===== src/rtl/mem_stage_hs.sv =====
// ---------------------------------------------------------------------------
// mem_stage_hs -- MEM pipeline stage between EX and WB of the RISC-V core.
//
// Talks to data memory over a req/ready handshake so access latency can vary.
// Builds store byte-enables and lane-replicated store data, sign/zero-extends
// sub-word loads, and back-pressures EX (in_ready low) while an access is
// outstanding. An access that sees no dmem_ready for TIMEOUT_CYCLES cycles is
// retired as a bus error with no register write.
//
// Parameters:
//   XLEN            datapath width, 32 or 64 (NB = XLEN/8 byte lanes)
//   CTRL_WB_W       width of the writeback control bundle
//   RD_W            destination register index width
//   TIMEOUT_CYCLES  max cycles in REQ before a bus error, 2..255
//
// Ports:
//   clk, reset_n              clock, asynchronous active-low reset
//   flush                     squash the op EX is offering this cycle
//   in_valid / in_ready       EX -> MEM handshake
//   mem_read, mem_write       load / store (both set = store)
//   funct3                    0 B, 1 H, 2 W, 3 D, 4 BU, 5 HU, 6 WU
//   ctrl_wb_in, rd_in, pc4_in op fields carried to WB
//   alu_result, store_data    effective address / ALU value, rs2 value
//   dmem_req/we/addr/wdata/be data-memory request (stable while in REQ)
//   dmem_ready, dmem_rdata    completion strobe and read data
//   wb_valid                  one-cycle pulse: WB outputs were updated
//   ctrl_wb_out, rd_wb, pc4_wb, mem_data, alu_data, bus_err  WB outputs
//
// Build option:
//   MEM_MISALIGN_CHK_EN  when defined, misaligned memory ops never reach the
//                        bus and retire as bus errors. When undefined, lanes
//                        past the word boundary are dropped from dmem_be and
//                        load extraction wraps within the word.
// ---------------------------------------------------------------------------
module mem_stage_hs #(
    parameter int XLEN           = 32,
    parameter int CTRL_WB_W      = 3,
    parameter int RD_W           = 5,
    parameter int TIMEOUT_CYCLES = 16
) (
    input  logic                 clk,
    input  logic                 reset_n,
    input  logic                 flush,
    input  logic                 in_valid,
    output logic                 in_ready,
    input  logic                 mem_read,
    input  logic                 mem_write,
    input  logic [2:0]           funct3,
    input  logic [CTRL_WB_W-1:0] ctrl_wb_in,
    input  logic [RD_W-1:0]      rd_in,
    input  logic [XLEN-1:0]      pc4_in,
    input  logic [XLEN-1:0]      alu_result,
    input  logic [XLEN-1:0]      store_data,
    output logic                 dmem_req,
    output logic                 dmem_we,
    output logic [XLEN-1:0]      dmem_addr,
    output logic [XLEN-1:0]      dmem_wdata,
    output logic [XLEN/8-1:0]    dmem_be,
    input  logic                 dmem_ready,
    input  logic [XLEN-1:0]      dmem_rdata,
    output logic                 wb_valid,
    output logic [CTRL_WB_W-1:0] ctrl_wb_out,
    output logic [RD_W-1:0]      rd_wb,
    output logic [XLEN-1:0]      pc4_wb,
    output logic [XLEN-1:0]      mem_data,
    output logic [XLEN-1:0]      alu_data,
    output logic                 bus_err
);

    localparam int NB   = XLEN / 8;
    localparam int OFFW = $clog2(NB);

    typedef enum logic {
        IDLE,
        REQ
    } state_t;

    state_t state;

    // Fields of the outstanding memory op, held while in REQ.
    logic                 lat_is_load;
    logic                 lat_signed;
    logic [1:0]           lat_lg;      // log2 of access size in bytes
    logic [OFFW-1:0]      lat_off;
    logic [CTRL_WB_W-1:0] lat_ctrl;
    logic [RD_W-1:0]      lat_rd;
    logic [XLEN-1:0]      lat_pc4;
    logic [XLEN-1:0]      lat_alu;
    logic [7:0]           tcnt;

    // Decode of the op currently offered by EX.
    logic                 accept;
    logic                 is_mem;
    logic [1:0]           acc_lg;
    logic                 acc_signed;
    logic [OFFW-1:0]      off;
    logic [NB-1:0]        be_next;
    logic [XLEN-1:0]      wdata_next;
    logic [OFFW-1:0]      src_lane;

    // Load extraction from the returned word.
    logic [XLEN-1:0]      load_ext;
    logic [OFFW-1:0]      ld_lane;
    logic [OFFW-1:0]      sign_lane;
    logic                 sign_bit;

    assign in_ready = (state == IDLE);
    assign dmem_req = (state == REQ);
    assign accept   = in_valid && in_ready && !flush;
    assign is_mem   = mem_read || mem_write;
    assign off      = alu_result[OFFW-1:0];

    // Size/sign decode. Codes with no meaning at this XLEN fall back to W.
    // NOTE: every variable written in this block gets a default first, so no
    // path through the case can leave one unassigned and infer a latch.
    always_comb begin
        acc_lg     = 2'd2;
        acc_signed = 1'b1;
        case (funct3)
            3'd0: acc_lg = 2'd0;
            3'd1: acc_lg = 2'd1;
            3'd3: if (XLEN == 64) acc_lg = 2'd3;
            3'd4: begin acc_lg = 2'd0; acc_signed = 1'b0; end
            3'd5: begin acc_lg = 2'd1; acc_signed = 1'b0; end
            3'd6: if (XLEN == 64) acc_signed = 1'b0;
            default: ;
        endcase
    end

    // Byte enables cover [off, off+size) and simply stop at the top lane.
    // Store data is the low `size` bytes replicated, rotated so that the
    // first byte sits on lane `off` (a no-op for aligned accesses).
    always_comb begin
        be_next    = '0;
        wdata_next = '0;
        src_lane   = '0;
        for (int i = 0; i < NB; i++) begin
            be_next[i] = (i >= int'(off)) && (i < int'(off) + (1 << acc_lg));
            src_lane   = (OFFW'(i) - off) & OFFW'((1 << acc_lg) - 1);
            wdata_next[8*i +: 8] = store_data[{src_lane, 3'b000} +: 8];
        end
    end

`ifdef MEM_MISALIGN_CHK_EN
    logic misaligned;
    assign misaligned = (off & OFFW'((1 << acc_lg) - 1)) != '0;
`endif

    // Pick `size` bytes starting at lane lat_off (wrapping within the word),
    // then fill the upper bytes with the sign or with zeros.
    always_comb begin
        load_ext = '0;
        ld_lane  = '0;
        for (int k = 0; k < NB; k++) begin
            ld_lane = lat_off + OFFW'(k);
            if (k < (1 << lat_lg)) load_ext[8*k +: 8] = dmem_rdata[{ld_lane, 3'b000} +: 8];
        end
        sign_lane = OFFW'((1 << lat_lg) - 1);
        sign_bit  = lat_signed && load_ext[{sign_lane, 3'b111}];
        for (int k = 0; k < NB; k++) begin
            if (k >= (1 << lat_lg) && sign_bit) load_ext[8*k +: 8] = 8'hFF;
        end
    end

    // NOTE: the reset branch clears every flop, including the wide datapath
    // latches, so no stale address or data is visible after reset.
    always_ff @(posedge clk or negedge reset_n) begin
        if (!reset_n) begin
            state       <= IDLE;
            lat_is_load <= 1'b0;
            lat_signed  <= 1'b0;
            lat_lg      <= '0;
            lat_off     <= '0;
            lat_ctrl    <= '0;
            lat_rd      <= '0;
            lat_pc4     <= '0;
            lat_alu     <= '0;
            tcnt        <= '0;
            dmem_we     <= 1'b0;
            dmem_addr   <= '0;
            dmem_wdata  <= '0;
            dmem_be     <= '0;
            wb_valid    <= 1'b0;
            ctrl_wb_out <= '0;
            rd_wb       <= '0;
            pc4_wb      <= '0;
            mem_data    <= '0;
            alu_data    <= '0;
            bus_err     <= 1'b0;
        end else begin
            // NOTE: state updates use non-blocking assignments so every flop
            // samples pre-edge values regardless of statement order.
            wb_valid <= 1'b0;
            case (state)
                IDLE: begin
                    if (accept) begin
                        if (!is_mem) begin
                            wb_valid    <= 1'b1;
                            ctrl_wb_out <= ctrl_wb_in;
                            rd_wb       <= rd_in;
                            pc4_wb      <= pc4_in;
                            alu_data    <= alu_result;
                            mem_data    <= '0;
                            bus_err     <= 1'b0;
                        end
`ifdef MEM_MISALIGN_CHK_EN
                        else if (misaligned) begin
                            wb_valid    <= 1'b1;
                            ctrl_wb_out <= '0;
                            rd_wb       <= rd_in;
                            pc4_wb      <= pc4_in;
                            alu_data    <= alu_result;
                            mem_data    <= '0;
                            bus_err     <= 1'b1;
                        end
`endif
                        else begin
                            state       <= REQ;
                            tcnt        <= '0;
                            lat_is_load <= mem_read && !mem_write;
                            lat_signed  <= acc_signed;
                            lat_lg      <= acc_lg;
                            lat_off     <= off;
                            lat_ctrl    <= ctrl_wb_in;
                            lat_rd      <= rd_in;
                            lat_pc4     <= pc4_in;
                            lat_alu     <= alu_result;
                            dmem_we     <= mem_write;
                            dmem_addr   <= {alu_result[XLEN-1:OFFW], OFFW'(0)};
                            dmem_wdata  <= wdata_next;
                            dmem_be     <= be_next;
                        end
                    end
                end
                REQ: begin
                    if (dmem_ready) begin
                        state       <= IDLE;
                        tcnt        <= '0;
                        wb_valid    <= 1'b1;
                        ctrl_wb_out <= lat_ctrl;
                        rd_wb       <= lat_rd;
                        pc4_wb      <= lat_pc4;
                        alu_data    <= lat_alu;
                        mem_data    <= lat_is_load ? load_ext : '0;
                        bus_err     <= 1'b0;
                    end else if (tcnt == 8'(TIMEOUT_CYCLES - 1)) begin
                        // Last allowed cycle without ready: retire as a bus
                        // error and suppress the register write.
                        state       <= IDLE;
                        tcnt        <= '0;
                        wb_valid    <= 1'b1;
                        ctrl_wb_out <= '0;
                        rd_wb       <= lat_rd;
                        pc4_wb      <= lat_pc4;
                        alu_data    <= lat_alu;
                        mem_data    <= '0;
                        bus_err     <= 1'b1;
                    end else begin
                        tcnt <= tcnt + 8'd1;
                    end
                end
                default: state <= IDLE;
            endcase
        end
    end

endmodule

===== config.mk =====
export PLATFORM = sky130hd
export DESIGN_NAME = mem_stage_hs
export DESIGN_NICKNAME = d
export VERILOG_FILES = /design/src/rtl/mem_stage_hs.sv
export SDC_FILE = /design/constraint.sdc
export NUM_CORES = 1
export LEC_CHECK = 0
export CELL_PAD_IN_SITES_DETAIL_PLACEMENT = 2
export CELL_PAD_IN_SITES_GLOBAL_PLACEMENT = 2
export CORE_ASPECT_RATIO = 2
export CORE_MARGIN = 10
export CORE_UTILIZATION = 32
export DETAILED_ROUTE_END_ITERATION = 6
export MAX_ROUTING_LAYER = met4
export PLACE_DENSITY = 0.84
export SLEW_MARGIN = 30
export SYNTH_ARGS = -nofsm -noshare
export SYNTH_HDL_FRONTEND = slang
export SYNTH_SLANG_ARGS = --single-unit
export TNS_END_PERCENT = 20

===== constraint.sdc =====
create_clock -name clk -period 4.15 [get_ports clk]
set_clock_uncertainty 0.05 [all_clocks]
set_input_delay 0.83 -clock clk [delete_from_list [all_inputs] [get_ports clk]]
set_output_delay 0.83 -clock clk [all_outputs]
set_load 0.02 [all_outputs]

Yosys cells after proc, flatten, opt, wreduce, memory -nomap -nowiden --
Index checks and enable logic that the tools add are counted.
Cells by class: reduce and logical (&&, ||, !) cells 21, muxes and demuxes 58, shifts and indexed selects 10, order comparisons 16, equal/unequal tests 8, bitwise logic cells 5, $add $sub $neg 11
Operators with widths (number):
- $mux W32 | 13
- $shiftx A32 B6 Y8 | 8
- $pmux W32 S2 | 3
- $lt A3 B32 Y1 const A | 4
- $mux W8 | 12
- $ge A3 B32 Y1 const A | 2
- $lt A1 B32 Y1 const A | 2
- $lt A2 B32 Y1 const A | 2
- $shl A1 B2 Y32 const A | 2
- $add A3 B32 Y32 | 1
- $ge A1 B32 Y1 const A | 1
- $ge A2 B32 Y1 const A | 1
- $mux W5 | 4
- $pmux W8 S2 | 1
- $mux W1 | 14
- $mux W3 | 4
- $logic_and A1 B1 Y1 | 11
- $pmux W5 S2 | 1
- $add A8 B1 Y8 const B | 1
- $and A2 B2 Y2 | 4
- $eq A8 B4 Y1 const B | 1
- $eq A3 B3 Y1 const B | 2
- $lt A5 B6 Y1 const B | 1
- $pmux W1 S2 | 3
- other kinds (21) | 31
Storage, ports and cells: register bits after elaboration 260, word-level logic and storage cells 150, output and inout port bits 177

Depth between registers and ports, before layout --
depth in word-level cells 11, mapped depth 8, mapped depth without buffers 8

Worst setup path before layout --
OpenSTA, ideal clock, no wires.
kind input to register, start input port funct3[1], end register dmem_wdata[18], library setup time 0.125 ns, stages on the path 6, slack 1.499 ns, required time 3.975 ns, arrival time 2.476 ns, path buffers 2, path through or2_2 ha_1 clkbuf_1 buf_2 mux4_2 mux2_2
Between the ends: longest elaborated chain between the ends 7, elaborated cells on any way between the ends 11
RTL lines:
- start: declaration | line 48 | input logic [2:0] funct3,
- $eq A3 B3 Y1 (tied with other cells) | line 119 | case (funct3)
- $reduce_or A2 Y1 (no line)
- $pmux W2 S2 * | line 119
- $shl A1 B2 Y32 * | line 139 | src_lane = (OFFW'(i) - off) & OFFW'((1 << acc_lg) - 1);
- $sub A2 B2 Y2 * | line 139
- $and A2 B2 Y2 * | line 139
- $shiftx A32 B6 Y8 * | line 140 | wdata_next[8*i +: 8] = store_data[{src_lane, 3'b000} +: 8];
- end signal: assignment | line 230 | dmem_wdata <= wdata_next;
- end: declaration | line 57 | output logic [XLEN-1:0] dmem_wdata,
Every way passes the cells marked *; elsewhere a longest branch is shown, timed or not. A chain may end at the register's enable or synchronous reset.

Final worst setup path --
start input port dmem_ready, end register pc4_wb[14]
Between the ends: longest elaborated chain between the ends 2, elaborated cells on any way between the ends 4
RTL lines:
- start: declaration | line 59 | input logic dmem_ready,
- $ne A3 B2 Y1 (no line) or $mux W32 (tied branches)
- $reduce_and A3 Y1 (no line) or $pmux W32 S2 (tied branches)
- end signal: assignment | line 201 | pc4_wb <= pc4_in;
- end signal: assignment | line 242 | pc4_wb <= lat_pc4;
- end signal: assignment | line 254 | pc4_wb <= lat_pc4;
- end: declaration | line 64 | output logic [XLEN-1:0] pc4_wb,
Several ways; a longest one is shown, not always the timed one.

==> results_dict.tcl <==
set metrics [dict create \
    hold_violations 0 \
    dp_hpwl_microns 33300 \
    fmaxAchievable_ghz 0.352 \
    overflow 0 \
    worstPathBufferInverterCount 3 \
    ctsHoldBuffers 0 \
    wl_per_cell_microns 25.1 \
    synth_top_family_by_area "multiplexers" \
    critPathArrivalTime_ns 3.22 \
    ir_worst_vdd_mv 0.318 \
    timing.final.crit_period_ns 2.84 \
    routed_via_density 5.28 \
    worst_hold_path_type "in -> async" \
    grt.total_usage_pct 20.9 \
    final-max-slew-violation-count 0 \
    die_height_microns 287 \
    finalWirelength_microns 46300 \
    yosys_most_used_dff "sky130_fd_sc_hd__dfrtp_1" \
    post_synth_edffs 0 \
    max_incr_delay_on_cp_ns 0.65 \
    outcome "completed" \
    place_congestion 0.832 \
    grt_pass1_vias 11376 \
    cts_tree "done" \
    grt_start_max_net_pins 113 \
    cts-root-buf "sky130_fd_sc_hd__clkbuf_16" \
    clock_tree.buffer_depth 3 \
    final.period_utilization_pct 68.5 \
    postCtsSetupRepairBufs 0 \
    setup_viol 0 \
    cells_on_worst_reg2reg_path 5 \
    post_cts_resized 0 \
    clk_transition_reported_paths_ns 0.07 \
    clock_tree.htree_level_count 1 \
    clkLatencyLatePin_ns 0.53 \
    cp_max_fo 55 \
    synth-seq-area-share_pct 50.1 \
    layout_commonest_cell "sky130_fd_sc_hd__clkdlybuf4s50_1" \
    vias 9753 \
    crit_type "in -> reg" \
    postSynthCellCount 1123 \
    xor_and_xnor_area_share_after_synthesis_pct 0 \
    fp.dieW_microns 153 \
    drt_first_iter_violations 339 \
    global_route_wire_length_before_repair_microns 70700 \
    yosys.area_share.simple_pct 16.2 \
    totalNegativeSetupSlack_ns 0 \
    max_slew.worst_pin.slew_ns 0.982 \
    drive_gt1_share_pct 10.1 \
    start_util_pct 32.5 \
    cts_sinks 228 \
    mostFrequentLayoutCells "sky130_fd_sc_hd__clkdlybuf4s50_1, sky130_fd_sc_hd__nand2_1, sky130_fd_sc_hd__dfrtp_1" \
    distinct_cell_type_count_after_synthesis 49 \
    fraction_of_the_mapped_netlist_area_in_compound_gates_pct 9.45 \
    post_synth_fa_ha_maj_area_fraction_pct 1.16 \
    row_count 97 \
    timing.slew.headroom_pct 34.5 \
    antenna_left 0 \
    mappedNetlistArea_sq_um 11400 \
    area_delta_synth_final_pct 37.1 \
    final_core_util_pct 44.6 \
    critical_path.top_delay_family "buffers and inverters" \
    post_synth.cell_area_avg_sq_um 10.1 \
    synth_async_sr_flop_share_pct 100 \
    drv_cap 0 \
    cts-buffers-inserted 23 \
    area_of_the_die_sq_um 44000 \
    p_per_area_nw_per_um2 540 \
    yosys_warnings 0 \
    grt_antenna_before_repair 9 \
    rsz0062_at_grt "no" \
    io_buffer_count 320 \
    number_of_optimization_iterations_in_the_first_detailed_route_pass 4 \
    ios 323 \
    critPathMostFrequentCell "sky130_fd_sc_hd__buf_4" \
    critPathLaunchType "input port" \
    muxShareOfSynthArea_pct 17.5 \
    cell_breakdown_of_the_critical_path "clkdlybuf4s50_1 -> and2_0 -> a21oi_4 -> buf_4 -> buf_4 -> nand3_1 -> o21ai_0" \
    cp-end-kind "register" \
    cp.depth 7 \
    core_sq_um 35100 \
    static-leakage-power_nw 6.91 \
    final_nets 1531 \
    route.detailed.drc 0 \
    yosys_register_bits 228 \
    cpMaxStageDelayCell "sky130_fd_sc_hd__buf_4" \
    worstPathRequired_ns 4.53 \
]
-- final cells by class --
type | instances | area, sq um
antenna | 10 | 25.0
clock inverter | 9 | 151
multi-input combinational | 773 | 5100
tap | 445 | 557
sequential | 228 | 5710
timing repair buffer | 337 | 3390
fill | 3715 | 19400
clock buffer | 33 | 653
inverter | 12 | 45.0
-- per-layer routing --
metal | wire length [microns] | track usage, % | up-vias
met4 | 1440 | 7.21 | 0
met5 | 0 | - | -
met2 | 26100 | 39.3 | 254
met1 | 16300 | 20.4 | 5060
met3 | 2450 | 4.67 | 60
li1 | - | - | 4379
-- flip-flops by register name, summed over array words and instances (netlist names), 3 cells and up --
register,flops
mem_data,32
tcnt,8
lat_rd,5
dmem_wdata,32
ctrl_wb_out,3
dmem_be,4
pc4_wb,32
lat_alu,31
lat_ctrl,3
lat_pc4,32
rd_wb,5
alu_data,32
-- report_power, final --
group / switching (mW) / total [mW] / leakage [nW] / internal [mW]
registers: 0.379 / 3.14 / 2.87 / 2.76
logic: 1.64 / 3.01 / 3.64 / 1.36
clock network: 0.935 / 2.28 / 0.392 / 1.35
total: 2.96 / 8.43 / 6.91 / 5.48
-- logic make-up (layout without fill, tap and decap cells) --
kind of cell | Yosys count | in the layout
other | 1 | 12
buffers and inverters | 123 | 391
AND/OR/NAND/NOR | 436 | 436
multiplexers | 154 | 154
flip-flops | 228 | 228
AO/OA/AOI/OAI | 171 | 171
adder cells (fa/ha/maj) | 10 | 10
-- synthesized netlist by cell type (2+ instances only) --
cell / number / share of area, %
sky130_fd_sc_hd__and2_1: 2 / 0.11
sky130_fd_sc_hd__ha_1: 9 / 0.99
sky130_fd_sc_hd__inv_2: 2 / 0.066
sky130_fd_sc_hd__nor2_1: 40 / 1.3
sky130_fd_sc_hd__nand2_1: 282 / 9.3
sky130_fd_sc_hd__a21oi_1: 22 / 0.97
sky130_fd_sc_hd__clkbuf_1: 52 / 1.7
sky130_fd_sc_hd__a31oi_1: 2 / 0.11
sky130_fd_sc_hd__buf_2: 17 / 0.75
sky130_fd_sc_hd__or3_1: 4 / 0.22
sky130_fd_sc_hd__nand4_1: 2 / 0.11
sky130_fd_sc_hd__a211oi_1: 15 / 0.99
sky130_fd_sc_hd__or2_2: 2 / 0.11
sky130_fd_sc_hd__o211ai_1: 16 / 1.1
sky130_fd_sc_hd__and3_1: 2 / 0.11
sky130_fd_sc_hd__o21ai_0: 83 / 3.6
sky130_fd_sc_hd__buf_4: 34 / 2.2
sky130_fd_sc_hd__nand3_1: 90 / 4.0
sky130_fd_sc_hd__mux2_2: 36 / 3.6
sky130_fd_sc_hd__dfrtp_1: 228 / 50
sky130_fd_sc_hd__a211o_1: 18 / 1.4
sky130_fd_sc_hd__a22o_1: 5 / 0.38
sky130_fd_sc_hd__inv_1: 10 / 0.33
sky130_fd_sc_hd__mux2i_1: 85 / 7.5
sky130_fd_sc_hd__buf_1: 5 / 0.16
sky130_fd_sc_hd__buf_6: 3 / 0.30
sky130_fd_sc_hd__nand2b_1: 3 / 0.16
sky130_fd_sc_hd__mux4_2: 33 / 6.5
-- final timing paths --
kind / start / end / slack [ns]
min in group clk: dmem_wdata[10] / dmem_wdata[10] / 0.42
worst max register to register: dmem_req / mem_data[26] / 1.41
worst min register to register: dmem_wdata[10] / dmem_wdata[10] / 0.42
worst min-delay path: reset_n / dmem_wdata[22] / 0.26
max in group asynchronous: reset_n / pc4_wb[3] / 2.87
worst max-delay path: dmem_ready / pc4_wb[14] / 1.31
-- metrics by stage --
stage | area [sq um] | cells | setup slack [ns] | total power, mW | hold WS (ns)
after detailed placement | 14800 | 1795 | 0.622 | 6.23 | 0.411
after global placement | 14800 | 1795 | 0.742 | 6.09 | 0.400
final | 15600 | 1847 | 1.31 | 8.43 | 0.256
after floorplan | 11400 | 1124 | 1.50 | 4.64 | 0.395
after CTS | 15600 | 1837 | 1.18 | 8.58 | 0.324
after global routing | 15600 | 1847 | 1.13 | 8.90 | 0.327
(Power assumes the default switching activity.)
